===== src/rtl/regr_point_sampler_pkg.sv =====
// Shared types and widths for the regression point sampler.
//   state_e : sampler frame state (IDLE / COLLECT / TAB / WAIT_RESULT)
//   X_W, Y_W : pixel coordinate widths
//   PCNT_W  : emitted-point counter width
//   HCNT_W  : accepted-hit counter width (wraps)
package regr_point_sampler_pkg;

  typedef enum logic [1:0] {
    ST_IDLE        = 2'd0,
    ST_COLLECT     = 2'd1,
    ST_TAB         = 2'd2,
    ST_WAIT_RESULT = 2'd3
  } state_e;

  localparam int X_W    = 11;
  localparam int Y_W    = 10;
  localparam int PCNT_W = 14;
  localparam int HCNT_W = 21;

endpackage


===== src/rtl/regr_point_sampler.sv =====
// Scans the colour-mask pixel stream and feeds the line-fit stage.
// Mask hits inside the row window [Y_MIN, Y_MAX] are optionally decimated
// and emitted as single-cycle point strobes. At end of frame one tabulate
// pulse is issued when any point was emitted, after which new frames are
// refused until the fit answers or the result wait times out.
//
// Ports
//   clk_in          : system clock
//   rst_in          : synchronous active-low reset
//   pixel_valid_in  : hcount_in / vcount_in / mask_in qualify this cycle
//   hcount_in       : pixel x
//   vcount_in       : pixel y
//   mask_in         : pixel matches the target colour
//   new_frame_in    : pulse with the first pixel of a frame
//   regr_valid_in   : fit result strobe
//   x_out, y_out    : last emitted point (held between strobes)
//   point_valid_out : point strobe
//   tabulate_out    : end-of-frame strobe to the fit
//   point_count_out : points emitted this frame, held until next frame start
//   busy_out        : high in TAB and WAIT_RESULT
//   dropped_out     : pulse, a new_frame_in was refused
//   timeout_out     : pulse, the result wait expired
//
// state       | meaning
// ------------+----------------------------------------------------------
// IDLE        | waiting for new_frame_in
// COLLECT     | scanning pixels, emitting points, watching for EOF
// TAB         | one cycle: tabulate if any points, else straight to IDLE
// WAIT_RESULT | waiting for regr_valid_in, bounded by the timeout counter
module regr_point_sampler
  import regr_point_sampler_pkg::*;
#(
  parameter int H_ACTIVE    = 1024,
  parameter int V_ACTIVE    = 768,
  parameter int Y_MIN       = 0,
  parameter int Y_MAX       = 317,
  parameter int SKIP_LOG2   = 0,
  parameter int MAX_POINTS  = 8192,
  parameter int TIMEOUT_CYC = 4096
) (
  input  logic              clk_in,
  input  logic              rst_in,
  input  logic              pixel_valid_in,
  input  logic [X_W-1:0]    hcount_in,
  input  logic [Y_W-1:0]    vcount_in,
  input  logic              mask_in,
  input  logic              new_frame_in,
  input  logic              regr_valid_in,
  output logic [X_W-1:0]    x_out,
  output logic [Y_W-1:0]    y_out,
  output logic              point_valid_out,
  output logic              tabulate_out,
  output logic [PCNT_W-1:0] point_count_out,
  output logic              busy_out,
  output logic              dropped_out,
  output logic              timeout_out
);

  localparam int WAIT_W = ($clog2(TIMEOUT_CYC) > 0) ? $clog2(TIMEOUT_CYC) : 1;
  localparam logic [HCNT_W-1:0] SKIP_MASK = HCNT_W'((1 << SKIP_LOG2) - 1);
  localparam logic [WAIT_W-1:0] WAIT_LOAD = WAIT_W'(TIMEOUT_CYC - 1);

  state_e              state_q, state_d;
  logic [HCNT_W-1:0]   hit_cnt_q, hit_cnt_d;
  logic [PCNT_W-1:0]   point_cnt_q, point_cnt_d;
  logic [X_W-1:0]      x_q, x_d;
  logic [Y_W-1:0]      y_q, y_d;
  logic [WAIT_W-1:0]   wait_cnt_q, wait_cnt_d;
  logic                point_valid_q, point_valid_d;
  logic                tabulate_q, tabulate_d;
  logic                dropped_q, dropped_d;
  logic                timeout_q, timeout_d;

  logic                in_rows;
  logic                hit;
  logic                eof;
  logic                take_pixel;
  logic [HCNT_W-1:0]   hit_base;
  logic [PCNT_W-1:0]   pcnt_base;

  // Signed int compare keeps a zero Y_MIN from becoming a constant compare.
  assign in_rows = (int'(vcount_in) >= Y_MIN) && (int'(vcount_in) <= Y_MAX);
  assign hit     = pixel_valid_in && mask_in && in_rows;
  assign eof     = pixel_valid_in && (hcount_in == X_W'(H_ACTIVE - 1)) &&
                   (vcount_in == Y_W'(V_ACTIVE - 1));

  always_comb begin
    state_d       = state_q;
    hit_cnt_d     = hit_cnt_q;
    point_cnt_d   = point_cnt_q;
    x_d           = x_q;
    y_d           = y_q;
    wait_cnt_d    = wait_cnt_q;
    point_valid_d = 1'b0;
    tabulate_d    = 1'b0;
    dropped_d     = 1'b0;
    timeout_d     = 1'b0;
    take_pixel    = 1'b0;
    hit_base      = hit_cnt_q;
    pcnt_base     = point_cnt_q;

    case (state_q)
      ST_IDLE: begin
        if (new_frame_in) begin
          // The frame-start pixel is sampled against freshly cleared counters.
          state_d    = ST_COLLECT;
          take_pixel = 1'b1;
          hit_base   = '0;
          pcnt_base  = '0;
        end
      end
      ST_COLLECT: begin
        if (new_frame_in) begin
          // Missing EOF: close this frame, refuse the one that just started.
          state_d   = ST_TAB;
          dropped_d = 1'b1;
        end else begin
          take_pixel = 1'b1;
        end
      end
      ST_TAB: begin
        dropped_d  = new_frame_in;
        wait_cnt_d = WAIT_LOAD;
        if (point_cnt_q != '0) begin
          tabulate_d = 1'b1;
          state_d    = ST_WAIT_RESULT;
        end else begin
          state_d = ST_IDLE;
        end
      end
      ST_WAIT_RESULT: begin
        dropped_d = new_frame_in;
        if (regr_valid_in) begin
          state_d = ST_IDLE;
        end else if (wait_cnt_q == '0) begin
          timeout_d = 1'b1;
          state_d   = ST_IDLE;
        end else begin
          wait_cnt_d = wait_cnt_q - WAIT_W'(1);
        end
      end
      default: state_d = ST_IDLE;
    endcase

    if (take_pixel) begin
      hit_cnt_d   = hit_base;
      point_cnt_d = pcnt_base;
      if (hit) begin
        hit_cnt_d = hit_base + HCNT_W'(1);
        // Decimation looks at the pre-increment hit index; the cap saturates.
        if (((hit_base & SKIP_MASK) == '0) && (pcnt_base < PCNT_W'(MAX_POINTS))) begin
          point_cnt_d   = pcnt_base + PCNT_W'(1);
          x_d           = hcount_in;
          y_d           = vcount_in;
          point_valid_d = 1'b1;
        end
      end
      if (eof) begin
        state_d = ST_TAB;
      end
    end
  end

  always_ff @(posedge clk_in) begin
    if (!rst_in) begin
      state_q       <= ST_IDLE;
      hit_cnt_q     <= '0;
      point_cnt_q   <= '0;
      x_q           <= '0;
      y_q           <= '0;
      wait_cnt_q    <= '0;
      point_valid_q <= 1'b0;
      tabulate_q    <= 1'b0;
      dropped_q     <= 1'b0;
      timeout_q     <= 1'b0;
    end else begin
      state_q       <= state_d;
      hit_cnt_q     <= hit_cnt_d;
      point_cnt_q   <= point_cnt_d;
      x_q           <= x_d;
      y_q           <= y_d;
      wait_cnt_q    <= wait_cnt_d;
      point_valid_q <= point_valid_d;
      tabulate_q    <= tabulate_d;
      dropped_q     <= dropped_d;
      timeout_q     <= timeout_d;
    end
  end

  assign x_out           = x_q;
  assign y_out           = y_q;
  assign point_valid_out = point_valid_q;
  assign tabulate_out    = tabulate_q;
  assign point_count_out = point_cnt_q;
  assign busy_out        = (state_q == ST_TAB) || (state_q == ST_WAIT_RESULT);
  assign dropped_out     = dropped_q;
  assign timeout_out     = timeout_q;

endmodule


===== config.mk =====
export PLATFORM = sky130hd
export DESIGN_NAME = regr_point_sampler
export DESIGN_NICKNAME = d
export VERILOG_FILES = /design/src/rtl/regr_point_sampler_pkg.sv /design/src/rtl/regr_point_sampler.sv
export SDC_FILE = /design/constraint.sdc
export NUM_CORES = 1
export LEC_CHECK = 0
export BUFFER_PORTS_ARGS = -buffer_cell sky130_fd_sc_hd__buf_2
export CORE_ASPECT_RATIO = 0.5
export CORE_MARGIN = 3
export CORE_UTILIZATION = 56
export DETAILED_ROUTE_END_ITERATION = 8
export PLACE_DENSITY = 0.89
export SYNTH_ARGS = -nofsm -noshare
export SYNTH_HDL_FRONTEND = slang
export SYNTH_SLANG_ARGS = --single-unit

===== constraint.sdc =====
create_clock -name clk_in -period 5.6 [get_ports clk_in]
set_input_delay 1.12 -clock clk_in [delete_from_list [all_inputs] [get_ports clk_in]]
set_output_delay 1.12 -clock clk_in [all_outputs]
set_load 0.05 [all_outputs]

==> results of run 1 <==
## cells in the final DEF, fill, tap and decap left out, types with 4 or more instances in the layout
cell type  Yosys  routed
a21boi_0      31      31
a21oi_1        8       8
and2_1         6       6
and3_1         5       5
buf_2          2      66
clkbuf_8       0       6
dfxtp_1       53      53
mux2i_1        4       4
nand2_1       59      59
nand2b_1       5       5
nand3_1       14      14
nand4_1       14      14
nor2_1        13      13
nor2b_1        4       4
nor4_1         6       6
o31ai_1        5       5
xnor2_1        4       4
xor2_1         7       7
## metrics by stage
stage / setup WS [ns] / util / total power [mW] / cells / area (um^2)
floorplan: 2.303 / - / 0.4731 / 303 / 2567
global placement: 2.236 / 0.6987 / 0.4949 / 406 / 2895
CTS: 2.424 / 0.7277 / 0.7673 / 414 / 3015
finish: 2.426 / 0.7277 / 0.7675 / 414 / 3015
global route: 2.268 / 0.7277 / 0.7979 / 414 / 3015
detailed placement: 2.118 / 0.6987 / 0.4999 / 406 / 2895
## worst min-delay path: cells and delay by family (launching register included)
kind	cells	cell delay, ns
DFF	1	0.32
and+or+nand+nor	1	0.04
AOI/OAI and AO/OA	1	0.06
## sequential cells by signal, summed over array words and instances (netlist names)
register	flops
timeout_out	1
point_valid_out	1
dropped_out	1
wait_cnt_q	12
x_out	11
point_count_out	14
tabulate_out	1
y_out	10
state_q	2
## cells by family after synthesis
family / share of synthesized area
buf+inv: 0.03460
flops: 0.4133
simple gates: 0.3177
mux: 0.01560
xor+xnor: 0.03752
fa+ha+maj: 0.009745
compound gates: 0.1715
## where the power goes
part / total [mW] / leakage [nW] / internal [mW] / switching [mW]
logic: 0.0954 / 0.774 / 0.0364 / 0.0589
registers: 0.397 / 0.428 / 0.386 / 0.0114
clock network: 0.275 / 0.0574 / 0.146 / 0.129
total: 0.767 / 1.26 / 0.568 / 0.200
## layout make-up
| cell class | instances | area (um^2) | area share |
|---|---|---|---|
| clock buffer | 6 | 82.58 | 0.02739 |
| clock inverter | 2 | 37.54 | 0.01245 |
| inverter | 3 | 11.26 | 0.003734 |
| multi-input combinational | 229 | 1418 | 0.4701 |
| sequential | 53 | 1061 | 0.3519 |
| tap | 54 | 67.56 | 0.02241 |
| timing repair buffer | 67 | 337.8 | 0.1120 |
## per-layer routing
metal | vias to the layer above | track usage | routed length (um)
met4 | 0 | 0.06843 | 110
met3 | 20 | 0.07762 | 483
li1 | 1199 | - | -
met2 | 92 | 0.4232 | 2936
met5 | - | 0 | 0
met1 | 1136 | 0.2895 | 2702
## worst max path at each step
stage	start	endpoint	slack (ns)	cells after the start
2_1_floorplan	new_frame_in	point_count_out[10]$_SDFFE_PN0P_	2.30	10
3_3_place_gp	new_frame_in	point_count_out[10]$_SDFFE_PN0P_	2.24	8
3_5_place_dp	new_frame_in	point_count_out[10]$_SDFFE_PN0P_	2.12	8
4_1_cts	new_frame_in	point_count_out[10]$_SDFFE_PN0P_	2.42	8
5_1_grt	new_frame_in	point_count_out[10]$_SDFFE_PN0P_	2.27	8
6_report	new_frame_in	point_count_out[10]$_SDFFE_PN0P_	2.43	8
==> reports/qor.log, run 1 <==
qor: run_status.status completed
qor: synth.synth_common_cells 59 x nand2_1, 53 x dfxtp_1, 31 x a21boi_0, 15 x clkbuf_1
qor: setup_path.crit_family simple AND/OR/NAND/NOR gates
qor: cts.clk_root_buffer_cell clkbuf_8
qor: timing.timing.max_slew.rel_slack 0.4583
qor: layout.syn2layout_area_growth 17.45%
qor: synth.synth_edf_count 0
qor: layout.layout_cell_share_with_drive_strength_beyond_1 0.2361
qor: synth.syn_inst 303
qor: timing.hold_viol 0
qor: timing.final_setup_viols 0
qor: route.routed_wl 6232 um
qor: power_and_ir_drop.power.density 254.5 nW/um^2
qor: route.detail_route.first_pass.iterations 5
qor: synth.synth_largest_area_cell dfxtp_1
qor: grt.grt_overflow 0
qor: grt.antenna_found_initial 0
qor: setup_path.critical_path_at 3.37 ns
qor: timing.slew_violations 0
qor: route.wire_per_inst 15.05 um
qor: setup_path.worstReg2RegStart state_q[0]$_SDFF_PN0_
qor: timing.hold-worst-slack 0.4719 ns
qor: synth.synth-main-ff-cell dfxtp_1
qor: cts.cts.sink_count 53
qor: layout.layout.nets 388
qor: floorplan.die_area 5483 um^2
qor: cts.clock_transition_at_the_register_clock_pins_on_the_worst_setup_and_hold_paths_after_cts 0.10 ns
qor: cts.clockBufferDepth 2
qor: setup_path.critPathSlowestCell or4_1
qor: synth.post_synth_instance_area 2567 um^2
qor: min_path.hold_class register to register
qor: setup_path.crit_path_max_fanout 16
qor: placed_design.io_buffer_count 66
qor: cts.h-tree-depth 2
qor: synth.synth_most_common_cell nand2_1
qor: timing.tns 0 ns
qor: route.vias 2,447
qor: min_path.worst_hold_path.endpoint y_out[4]$_SDFFE_PN0P_
qor: setup_path.critical_path.endpoint_type register
qor: cts.clk_latency 0.31 ns
qor: grt.grt_max_degree 55
qor: cts.clock_tree_from_tritoncts yes
qor: timing.timing_worst_slew_pin_value 0.8125 ns
qor: route.post-route-drc-count 0
qor: setup_path.timing.reg2reg.setup_slack 2.72 ns
qor: cts.tritoncts_buffers 5
qor: synth.synth_top_area_share 0.4133
qor: layout.antenna_cells_inserted 0
qor: cts.post_cts_resized 0
qor: power_and_ir_drop.worst_vdd_ir 0.0001311 V
qor: timing.post_route_fraction_of_the_period_consumed_by_the_critical_path 0.5667
qor: timing.shortest_clock_period_the_worst_path_allows_after_layout 3.174 ns
qor: layout.layout_filler_cell_count 317
qor: route.number_of_drc_markers_in_iteration_0 132
qor: timing.rsz0062_at_grt no
qor: grt.groute.usage.overall 0.2412
qor: synth.synth_area_per_cell 8.473 um^2
qor: placed_design.global_placement_routability_congestion 0.8336
qor: synth.synth-async-reset-ratio 0
qor: setup_path.worstRegToRegCells 7
qor: setup_path.cp_data_required_time 5.80 ns
qor: placed_design.detailed_place_hpwl 4598 um
qor: synth.synth_seq_cells 53
qor: setup_path.critical_path.startpoint_type primary input
qor: synth.ys_types 48
qor: setup_path.cp_slowest_stage_delay 0.63 ns
qor: synth.post_synthesis_sequential_area_ratio 0.4133
qor: floorplan.initial_core_util 0.6196
qor: floorplan.design.core.area 4144 um^2
qor: min_path.hold-path-cell-count 2
qor: setup_path.worst-setup-path-type primary input to register
qor: setup_path.reg2reg_end point_count_out[10]$_SDFFE_PN0P_
qor: floorplan.chip_height 53.88 um
qor: job.maxCapViolCount 0
qor: setup_path.critical_path.cell_chain buf_2 -> or3b_1 -> and2_1 -> ha_1 -> nand4_2 -> or4_1 -> o2111ai_1 -> o31ai_1
qor: timing.fmax 0.3151 GHz
qor: grt.first_global_vias 2,357
qor: synth.synth-warning-count 0
qor: synth.netlist_top_cells_area dfxtp_1 41%, a21boi_0 9.1%, nand2_1 8.6%, nand4_1 3.4%, nand3_1 2.7%
qor: cts.holdBufCountCts 0
qor: floorplan.placement_rows 16
qor: grt.wire_length_of_the_first_global_routing_pass 10,520 um
qor: floorplan.ioPinCount 67
qor: power_and_ir_drop.power.leakage 1.260 nW
qor: synth.postSynthNetCount 332
qor: cts.postCtsSetupRepairBufs 0
qor: min_path.holdCritStartpoint y_out[4]$_SDFFE_PN0P_
qor: route.antenna_left 0
qor: floorplan.die_w 101.8 um
qor: timing.finClkSkew 0.006585 ns
qor: route.via_per_inst 5.911
qor: setup_path.worstPathBufferInverterCount 1
(Power assumes the default switching activity.)
==> run 2: changes to the inputs <==
--- a/config.mk
+++ b/config.mk
@@ -8,9 +8,9 @@
 export BUFFER_PORTS_ARGS = -buffer_cell sky130_fd_sc_hd__buf_2
 export CORE_ASPECT_RATIO = 0.5
 export CORE_MARGIN = 3
-export CORE_UTILIZATION = 56
+export CORE_UTILIZATION = 47
 export DETAILED_ROUTE_END_ITERATION = 8
-export PLACE_DENSITY = 0.89
+export PLACE_DENSITY = 0.8
 export SYNTH_ARGS = -nofsm -noshare
 export SYNTH_HDL_FRONTEND = slang
 export SYNTH_SLANG_ARGS = --single-unit
==> constraint.sdc (replaced) <==
create_clock -name clk_in -period 2.6 [get_ports clk_in]
set_input_delay 0.52 -clock clk_in [delete_from_list [all_inputs] [get_ports clk_in]]
set_output_delay 0.52 -clock clk_in [all_outputs]
set_load 0.05 [all_outputs]
==> reports/qor.log, run 2 (same netlist as run 1, synthesis figures left out) <==
qor: placed_design.detailed_place_hpwl 4790 um [+4.2%]
qor: timing.timing_worst_slew_pin_value 0.6455 ns [-0.1669 ns]
qor: cts.cts.sink_count 53 [unchanged]
qor: setup_path.critical_path_at 2.36 ns [-1.01 ns]
qor: power_and_ir_drop.power.leakage 1.309 nW [+3.9%]
qor: route.antenna_left 0 [unchanged]
qor: layout.layout_filler_cell_count 481 [+52%]
qor: layout.layout.nets 399 [+2.8%]
qor: timing.timing.max_slew.rel_slack 0.5676 [+0.1093]
qor: setup_path.critical_path.endpoint_type register
qor: timing.slew_violations 0 [unchanged]
qor: floorplan.design.core.area 5090 um^2 [+23%]
qor: setup_path.critical_path.startpoint_type primary input
qor: route.routed_wl 6382 um [+2.4%]
qor: timing.final_setup_viols 0 [unchanged]
qor: setup_path.crit_path_max_fanout 6 [-10]
qor: layout.mostFrequentLayoutCells 66 x buf_2, 59 x nand2_1, 53 x dfxtp_1
qor: grt.first_global_vias 2,302 [-2.3%]
qor: layout.final_cells 440 [+6.3%]
qor: min_path.hold_class primary input to register
qor: power_and_ir_drop.power.density 521.6 nW/um^2 [+100%]
qor: layout.antenna_cells_inserted 0 [unchanged]
qor: placed_design.cells_after_dpl 433 [+6.7%]
qor: cts.post_cts_resized 0 [unchanged]
qor: job.maxCapViolCount 0 [unchanged]
qor: route.post-route-drc-count 0 [unchanged]
qor: layout.layout_cell_share_with_drive_strength_beyond_1 0.2568 [+0.02065]
qor: floorplan.placement_rows 18 [+2]
qor: run_status.status completed
qor: grt.antenna_found_initial 0 [unchanged]
qor: route.wire_per_inst 14.50 um [-3.6%]
qor: timing.post_route_fraction_of_the_period_consumed_by_the_critical_path 0.8378
qor: layout.utilization 0.6094 [-0.1183]
qor: grt.wire_length_of_the_first_global_routing_pass 10,720 um [+1.8%]
qor: floorplan.chip_height 58.26 um [+8.1%]
qor: floorplan.die_area 6439 um^2 [+17%]
qor: placed_design.io_buffer_count 66 [unchanged]
qor: layout.layout_commonest_cell buf_2
qor: power_and_ir_drop.fin_total_pwr 1.618 mW [+110%]
qor: timing.rsz0062_at_grt no
qor: timing.tns 0 ns [unchanged]
qor: cts.holdBufCountCts 0 [unchanged]
qor: layout.flip_flop_count_of_the_largest_register_all_copies_and_words_added 14 [unchanged]
qor: route.number_of_drc_markers_in_iteration_0 169 [+28%]
qor: cts.clk_root_buffer_cell clkbuf_8
qor: setup_path.timing.reg2reg.setup_slack 0.46 ns [-2.26 ns]
qor: grt.groute.usage.overall 0.2026 [-0.03858]
qor: layout.syn2layout_area_growth 20.81%
qor: timing.hold-worst-slack 0.4627 ns [-0.009183 ns]
qor: floorplan.initial_core_util 0.5044 [-0.1151]
qor: placed_design.global_placement_routability_congestion 0.9056 [+8.6%]
qor: route.vias 2,426 [-0.86%]
qor: cts.clock_transition_at_the_register_clock_pins_on_the_worst_setup_and_hold_paths_after_cts 0.09 ns [about the same]
qor: grt.grt_overflow 0 [unchanged]
qor: cts.clk_latency 0.30 ns [about the same]
qor: timing.hold_viol 0 [unchanged]
qor: floorplan.die_w 110.5 um [+8.6%]
qor: setup_path.worst-setup-path-type primary input to register
qor: timing.shortest_clock_period_the_worst_path_allows_after_layout 2.178 ns
qor: cts.clock_tree_from_tritoncts yes
qor: cts.tritoncts_buffers 5 [unchanged]
qor: setup_path.cp_data_required_time 2.79 ns [-3.01 ns]
qor: timing.fmax 0.4591 GHz
qor: route.via_per_inst 5.514 [-6.7%]
qor: route.detail_route.first_pass.iterations 4 [-1]
qor: floorplan.ioPinCount 67 [unchanged]
qor: cts.clockBufferDepth 2 [unchanged]
qor: cts.h-tree-depth 2 [unchanged]
qor: cts.postCtsSetupRepairBufs 0 [unchanged]
qor: power_and_ir_drop.worst_vdd_ir 0.0002633 V [+100%]
qor: timing.finClkSkew 0.008881 ns [+0.002296 ns]
qor: grt.grt_max_degree 23 [-58%]
## run 2: cell types whose count changed in the layout (fill, tap and decap cells not counted), sizes merged
| cell | delta |
|---|---|
| buf | +11 |
| clkbuf | -1 |
| clkinv | +1 |
| clkinvlp | -1 |
## run 2: worst max-delay path, cell delays in order
cell       delay (ns)
buf_2            0.10
or3b_1           0.22
and2_1           0.18
ha_1             0.22
nand4_2          0.18
or4_1            0.63
o2111ai_1        0.22
o31ai_1          0.10
## run 2: layout make-up
type	count	area, um^2	area share
Inverter	3	11.26	0.003631
Clock buffer	5	68.82	0.02219
Multi-Input combinational cell	229	1418	0.4570
Sequential cell	53	1061	0.3421
Tap cell	70	87.58	0.02824
Timing Repair Buffer	78	420.4	0.1355
Clock inverter	2	35.03	0.01129
## run 2: worst paths after layout
kind                                             from                               end  cells past startpoint
worst max register to register  state_q[1]$_SDFF_PN0_  point_count_out[10]$_SDFFE_PN0P_                      7
worst min register to register  x_out[9]$_SDFFE_PN0P_             x_out[9]$_SDFFE_PN0P_                      2
worst max-delay path                     new_frame_in  point_count_out[10]$_SDFFE_PN0P_                      8
worst min-delay path                     hcount_in[3]             x_out[3]$_SDFFE_PN0P_                      3
## run 2: per-stage QoR
step	cell area (um^2)	worst slack, ns
after floorplan	2569	0.006152
after global placement	2998	0.2040
after detailed placement	2998	0.1411
after CTS	3102	0.4429
after global routing	3102	0.3419
final	3102	0.4217
## run 2: power by group
| group | total [mW] | internal (mW) | switching, mW |
|---|---|---|---|
| Clock | 0.540 | 0.280 | 0.260 |
| Combinational | 0.230 | 0.0925 | 0.137 |
| Sequential | 0.848 | 0.831 | 0.0169 |
| Total | 1.62 | 1.20 | 0.414 |
## run 2: routing by layer
layer,vias up,global-route usage,wire (um)
li1,1209,-,-
met1,1140,0.2634,2969
met2,66,0.3371,2943
met3,11,0.05422,393
met4,0,0.05965,74
met5,-,0,0
